--- config.mk ---
export PLATFORM = sky130hd
export DESIGN_NAME = ram_programmer
export DESIGN_NICKNAME = d
export VERILOG_FILES = /design/src/rtl/ram_programmer.sv
export SDC_FILE = /design/constraint.sdc
export NUM_CORES = 1
export LEC_CHECK = 0
export CAP_MARGIN = 15
export CORE_MARGIN = 4
export CORE_UTILIZATION = 41
export CTS_CLUSTER_SIZE = 40
export DETAILED_ROUTE_END_ITERATION = 16
export HOLD_SLACK_MARGIN = 0.03
export PLACE_DENSITY_LB_ADDON = 0.1
export SYNTH_ARGS = -nofsm -noshare
export SYNTH_HDL_FRONTEND = slang
export SYNTH_SLANG_ARGS = --single-unit
--- constraint.sdc ---
create_clock -name clk_i -period 2.44 [get_ports clk_i]
set_clock_uncertainty 0.05 [all_clocks]
set_input_delay 0.732 -clock clk_i [delete_from_list [all_inputs] [get_ports clk_i]]
set_output_delay 0.732 -clock clk_i [all_outputs]
set_load 0.01 [all_outputs]
--- src/rtl/ram_programmer.sv ---
// UART loader: after a magic byte string, takes a LE word count and LE data words and strobes them out.
// Word strobe one cycle after its 4th byte's receive strobe; no backpressure, the UART line sets the pace.
module ram_programmer #(
    parameter int                      CLK_FREQ     = 50_000_000,
    parameter int                      BAUD_RATE    = 115200,
    parameter int                      SEQ_LENGTH   = 8,
    parameter logic [8*SEQ_LENGTH-1:0] MAGIC_SEQ    = "CERESTST",
    parameter int                      BREAK_CYCLES = 1_000_000
) (
    input  logic        clk_i,
    input  logic        rst_ni,
    input  logic        uart_rx_i,
    output logic [31:0] prog_addr_o,
    output logic [31:0] prog_data_o,
    output logic        prog_valid_o,
    output logic        prog_mode_o,
    output logic        system_reset_o
);

    localparam int CLKS_PER_BIT = CLK_FREQ / BAUD_RATE;
    localparam int HALF_BIT     = CLKS_PER_BIT / 2;
    localparam int MW           = $clog2(SEQ_LENGTH + 1);

    typedef enum logic [1:0] {RX_IDLE, RX_START, RX_DATA, RX_STOP} rx_state_t;
    typedef enum logic [1:0] {ST_IDLE, ST_COUNT, ST_DATA} state_t;

    rx_state_t   rx_state_q, rx_state_d;
    state_t      state_q, state_d;
    logic        rx_meta, rx_sync, rx_prev;
    logic [31:0] rx_cnt;
    logic [2:0]  rx_bit;
    logic [7:0]  rx_shift;
    logic        byte_vld;
    logic        rx_tick;

    logic [MW-1:0] match_idx;
    logic [1:0]    byte_cnt;
    logic [31:0]   shift_q, word_count, word_idx, idle_cnt;
    logic [31:0]   asm_word;
    logic          idle_timeout, magic_hit;

    function automatic logic [7:0] magic_byte(input int idx);
        return MAGIC_SEQ[8*(SEQ_LENGTH-idx)-1 -: 8];
    endfunction

    // The start-bit check runs for half a bit so later samples land mid-bit.
    assign rx_tick = (rx_state_q == RX_START) ? (rx_cnt == 32'(HALF_BIT - 1))
                                              : (rx_cnt == 32'(CLKS_PER_BIT - 1));

    always_comb begin
        rx_state_d = rx_state_q;
        case (rx_state_q)
            RX_IDLE:  if (rx_prev && !rx_sync) rx_state_d = RX_START;
            RX_START: if (rx_tick) rx_state_d = rx_sync ? RX_IDLE : RX_DATA;
            RX_DATA:  if (rx_tick && rx_bit == 3'd7) rx_state_d = RX_STOP;
            RX_STOP:  if (rx_tick) rx_state_d = RX_IDLE;
            default:  rx_state_d = RX_IDLE;
        endcase
    end

    always_ff @(posedge clk_i or negedge rst_ni) begin
        if (!rst_ni) begin
            rx_meta    <= 1'b1;
            rx_sync    <= 1'b1;
            rx_prev    <= 1'b1;
            rx_state_q <= RX_IDLE;
            rx_cnt     <= '0;
            rx_bit     <= '0;
            rx_shift   <= '0;
            byte_vld   <= 1'b0;
        end else begin
            rx_meta    <= uart_rx_i;
            rx_sync    <= rx_meta;
            rx_prev    <= rx_sync;
            rx_state_q <= rx_state_d;
            byte_vld   <= 1'b0;
            if (rx_state_q == RX_IDLE || rx_tick) rx_cnt <= '0;
            else                                  rx_cnt <= rx_cnt + 32'd1;
            if (rx_state_q != RX_DATA) begin
                rx_bit <= '0;
            end else if (rx_tick) begin
                rx_shift <= {rx_sync, rx_shift[7:1]};
                rx_bit   <= rx_bit + 3'd1;
            end
            // A low stop bit drops the byte silently.
            if (rx_state_q == RX_STOP && rx_tick && rx_sync) byte_vld <= 1'b1;
        end
    end

    assign asm_word     = {rx_shift, shift_q[31:8]};
    assign idle_timeout = idle_cnt >= 32'(BREAK_CYCLES);
    assign magic_hit    = rx_shift == magic_byte(int'(match_idx));

    always_comb begin
        state_d = state_q;
        case (state_q)
            ST_IDLE:
                if (byte_vld && magic_hit && match_idx == MW'(SEQ_LENGTH - 1)) state_d = ST_COUNT;
            ST_COUNT:
                if (idle_timeout)                         state_d = ST_IDLE;
                else if (byte_vld && byte_cnt == 2'd3)    state_d = (asm_word == '0) ? ST_IDLE : ST_DATA;
            ST_DATA:
                // word_idx has already advanced past the word being strobed
                if (idle_timeout || (prog_valid_o && word_idx == word_count)) state_d = ST_IDLE;
            default: state_d = ST_IDLE;
        endcase
    end

    assign prog_mode_o    = state_q != ST_IDLE;
    assign system_reset_o = state_q != ST_IDLE;

    always_ff @(posedge clk_i or negedge rst_ni) begin
        if (!rst_ni) begin
            state_q      <= ST_IDLE;
            match_idx    <= '0;
            byte_cnt     <= '0;
            shift_q      <= '0;
            word_count   <= '0;
            word_idx     <= '0;
            idle_cnt     <= '0;
            prog_addr_o  <= '0;
            prog_data_o  <= '0;
            prog_valid_o <= 1'b0;
        end else begin
            state_q      <= state_d;
            prog_valid_o <= 1'b0;
            if (state_q == ST_IDLE) begin
                byte_cnt <= '0;
                idle_cnt <= '0;
                word_idx <= '0;
                if (byte_vld) begin
                    if (magic_hit)
                        match_idx <= (match_idx == MW'(SEQ_LENGTH - 1)) ? '0 : match_idx + MW'(1);
                    else
                        match_idx <= (rx_shift == magic_byte(0)) ? MW'(1) : '0;
                end
            end else begin
                match_idx <= '0;
                idle_cnt  <= byte_vld ? '0 : idle_cnt + 32'd1;
                if (byte_vld && !idle_timeout) begin
                    byte_cnt <= byte_cnt + 2'd1;
                    shift_q  <= asm_word;
                    if (byte_cnt == 2'd3) begin
                        if (state_q == ST_COUNT) begin
                            word_count <= asm_word;
                            word_idx   <= '0;
                        end else begin
                            prog_data_o  <= asm_word;
                            prog_addr_o  <= word_idx;
                            prog_valid_o <= 1'b1;
                            word_idx     <= word_idx + 32'd1;
                        end
                    end
                end
            end
        end
    end

endmodule

==> results by group <==
Outcome
  – Outcome: finished, final reports clean

Setup path
  – Crit path largest cell delay: approximately 540 ps
  – Reg-to-reg slack, setup: 40 ps
  – CP Cell Sequence: inv_4, ha_4, nor2_2, o311a_1, or4_4, a211oi_4, nand2_1, o32ai_2
  – Crit path capture type: flip-flop
  – Reg-to-reg endpoint: state_q[0]
  – CP max FO: 11
  – WS Path Type: reg -> reg
  – End point of the critical path: state_q[0]
  – Critical Path RT: 2830 ps
  – Slowest-stage cell, CP: or4_4
  – R2r worst-path depth: 8
  – Startpoint types: flip-flop
  – Reg2reg start: match_idx[0]
  – CP Launch Point: match_idx[0]
  – CP arrival: 2790 ps

Cells and area
  – Layout cells sized above 1: 0.159
  – Antenna fix cells: 0
  – Area Growth Syn to Fin: 22.4%
  – Register area: 0.00606 mm^2
  – Nets: 1265
  – Non-filler instance count after layout: 1645
  – Filler cells: 2482
  – Multi-input combinational cell area: 0.00504 mm^2

Timing
  – RSZ-0062 raised after global routing: true
  – WHS: 304 ps
  – Slew Limit Headroom: 0.662
  – Pins Over Slew Limit: 0
  – Final min period: roughly 2400 ps
  – Final worst-path cycle share: 0.985
  – Worst-Margin Slew: between 500 and 600 ps
  – Final Setup Violations: 0
  – Fmax: 0.416 GHz
  – Hold violation count in the final report: 0

Clocking
  – Clk root buf: clkbuf_16
  – Setup bufs post-CTS: 0
  – TritonCTS clock tree: done
  – # clock sinks: 242
  – CTS clk-pin slew, worst paths: roughly 60 ps
  – CTS Buf Count: 29
  – Worst-Skew Late Latency: 550 ps
  – H-tree levels: 1
  – Maximum root-to-sink buffer count: 3

Synthesis
  – EDFF count, synth: 0
  – Avg Inst Size Synth: between 9 and 10 um^2
  – Synth Warn #: 0
  – Post-synth cell types: 65
  – Syn Inst Count: 1145
  – Share of flip-flops with an asynchronous set or reset: 1.00
  – Top FF cell, synth: dfrtp_1
  – FF+latch count, synth: around 240
  – Post-Syn Nets: 1157
  – Post-synthesis cell area: 0.0114 mm^2
  – Seq/Total Area, Yosys: 0.533

Power
  – Power Density: between 600 and 700 mW/mm^2
  – Worst VDD drop: around 380 uV
  – Reported leakage power: roughly 6.7 nW

Route
  – Total number of vias: 8445
  – Initial drt markers: 532
  – Final WL: 26.4 mm
  – Avg WL per Cell: ~16 um
  – Routed Antenna Nets: 0
  – Drt drc: 0
  – Vias per inst: 5.13
  – Router iterations before antenna repair: 4

Floorplan
  – Core area: 0.0271 mm^2
  – Starting Density: 0.420
  – Die X: 175 um
  – Overall die height: 175 um
  – Cell Rows: 60
  – Full die area: 0.0305 mm^2
  – # IOs: 70

Global route
  – Initial antenna violation count: 0
  – First-pass GRT wire length: 44.5 mm
  – Gr usage total: 0.174
  – Gr ovfl total: 0
  – Number of global-route vias before repair: 8273
  – Pin count of the biggest net entering global routing: 67

Placed design
  – Buffers on Ports: 69
  – Routability cong.: 0.804
  – Inst Count DP: 1593
  – DP HPWL: 18.0 mm

Worst hold path
  – WHS Path Cells: 0
  – Worst Hold Class: reg -> reg
  – Worst hold path startpoint: rx_meta

Run
  – Max Cap Viol: 0
==> layer usage <==
layer  vias up  wire length, um  GRT usage
li1       4136                -          -
met1      4150            13900      0.276
met2       127            11100      0.252
met3        32             1070     0.0294
met4         0              346     0.0334
met5         -                0          0
==> placed cells by master, fill, tap and decap left out, types with 9 or more instances in the layout <==
master and instances:
buf_12 13, nand3_1 44, nand4_1 25, a21oi_1 23, o21ai_0 54, nand2_1 246, clkbuf_16 29, clkdlybuf4s50_1 66
xor2_1 67, o31ai_1 11, buf_4 52, or3_1 9, xnor2_1 23, mux2_2 59, inv_1 12, nor2_1 99
nor4_1 25, a31oi_1 9, nor3_1 11, dfrtp_1 239, and3_1 21
==> report_power, final <==
group	switching, W	leakage [nW]	internal, W
Clock	0.00170	0.446	0.00251
Combinational	0.000175	2.93	0.000115
Sequential	0.0000818	3.35	0.00408
==> worst max-delay path: cells and delay by family, from the launching register on <==
family                   cells  cell delay (ps)
adder cells (fa/ha/maj)      1              330
buffers and inverters        1               60
AO/OA/AOI/OAI                3              800
flip-flops                   1              380
AND/OR/NAND/NOR              3              690
==> cell type report <==
cell class / count / share of cell area
Clock buffer: 39 / 0.0577
Clock inverter: 12 / 0.00917
Inverter: 16 / 0.00477
Multi-Input combinational cell: 829 / 0.362
Sequential cell: 242 / 0.435
Tap cell: 372 / 0.0335
Timing Repair Buffer: 135 / 0.0973
==> cell usage after synthesis (12+ instances only) <==
cell type | instances | area share
clkbuf_1 | 22 | 0.0073
nor2_1 | 102 | 0.034
inv_1 | 14 | 0.0046
o21ai_0 | 55 | 0.024
nand3_1 | 44 | 0.019
xor2_1 | 67 | 0.052
xnor2_1 | 23 | 0.018
nor4_1 | 26 | 0.014
dfrtp_1 | 239 | 0.53
and3_1 | 21 | 0.012
mux2_2 | 59 | 0.058
a21oi_1 | 23 | 0.010
buf_4 | 12 | 0.0079
a31oi_1 | 12 | 0.0066
buf_2 | 20 | 0.0088
nand4_1 | 25 | 0.014
nand2_1 | 246 | 0.081
==> registers in the layout, summed over array words and instances (netlist names), named ones only <==
name	cells
word_idx	32
rx_shift	8
rx_cnt	32
rx_meta	1
rx_bit	3
rx_state_q	1
prog_addr_o	32
rx_sync	1
byte_vld	1
shift_q	24
word_count	32
rx_prev	1
state_q	2
idle_cnt	32
prog_data_o	32
match_idx	4
byte_cnt	2
prog_valid_o	1
==> logic make-up (layout without fill, tap and decap cells) <==
group / count (synthesis) / in the layout / share of synthesized area
multiplexers: 69 / 69 / 0.0680
flip-flops: 242 / 242 / 0.533
AO/OA/AOI/OAI: 126 / 126 / 0.0677
buffers and inverters: 74 / 202 / 0.0312
adder cells (fa/ha/maj): 9 / 9 / 0.00990
XOR/XNOR: 90 / 90 / 0.0693
AND/OR/NAND/NOR: 535 / 535 / 0.221
==> worst min path at each step <==
stage,slack [ps],endpoint
4_1_cts,310,rx_sync
5_1_grt,310,rx_sync
3_3_place_gp,300,rx_sync
3_5_place_dp,300,rx_sync
6_report,300,rx_sync
2_1_floorplan,300,rx_sync
==> timing repair <==
item                                   in CTS  in global routing
resized for setup                           3                 11
pin swaps                                   1                  1
setup endpoints to repair                   3                124
gates cloned                                0                  0
endpoints found under the hold margin       5                  0
hold buffers                                1                  0
==> metrics by stage <==
stage	TNS [ps]	power, W	instance area, um^2	utilization	worst slack, ps
final	0	0.00866	13900	0.513	36.7
after global routing	-169	0.00901	13900	0.513	-63.8
after CTS	0	0.00878	13900	0.512	7.86
after detailed placement	0	0.00452	12900	0.477	10.8
after global placement	0	0.00451	12900	0.477	51.9
after floorplan	-115	0.00436	11400	-	-60.8
Note: power is estimated with default switching activity, not from simulation.
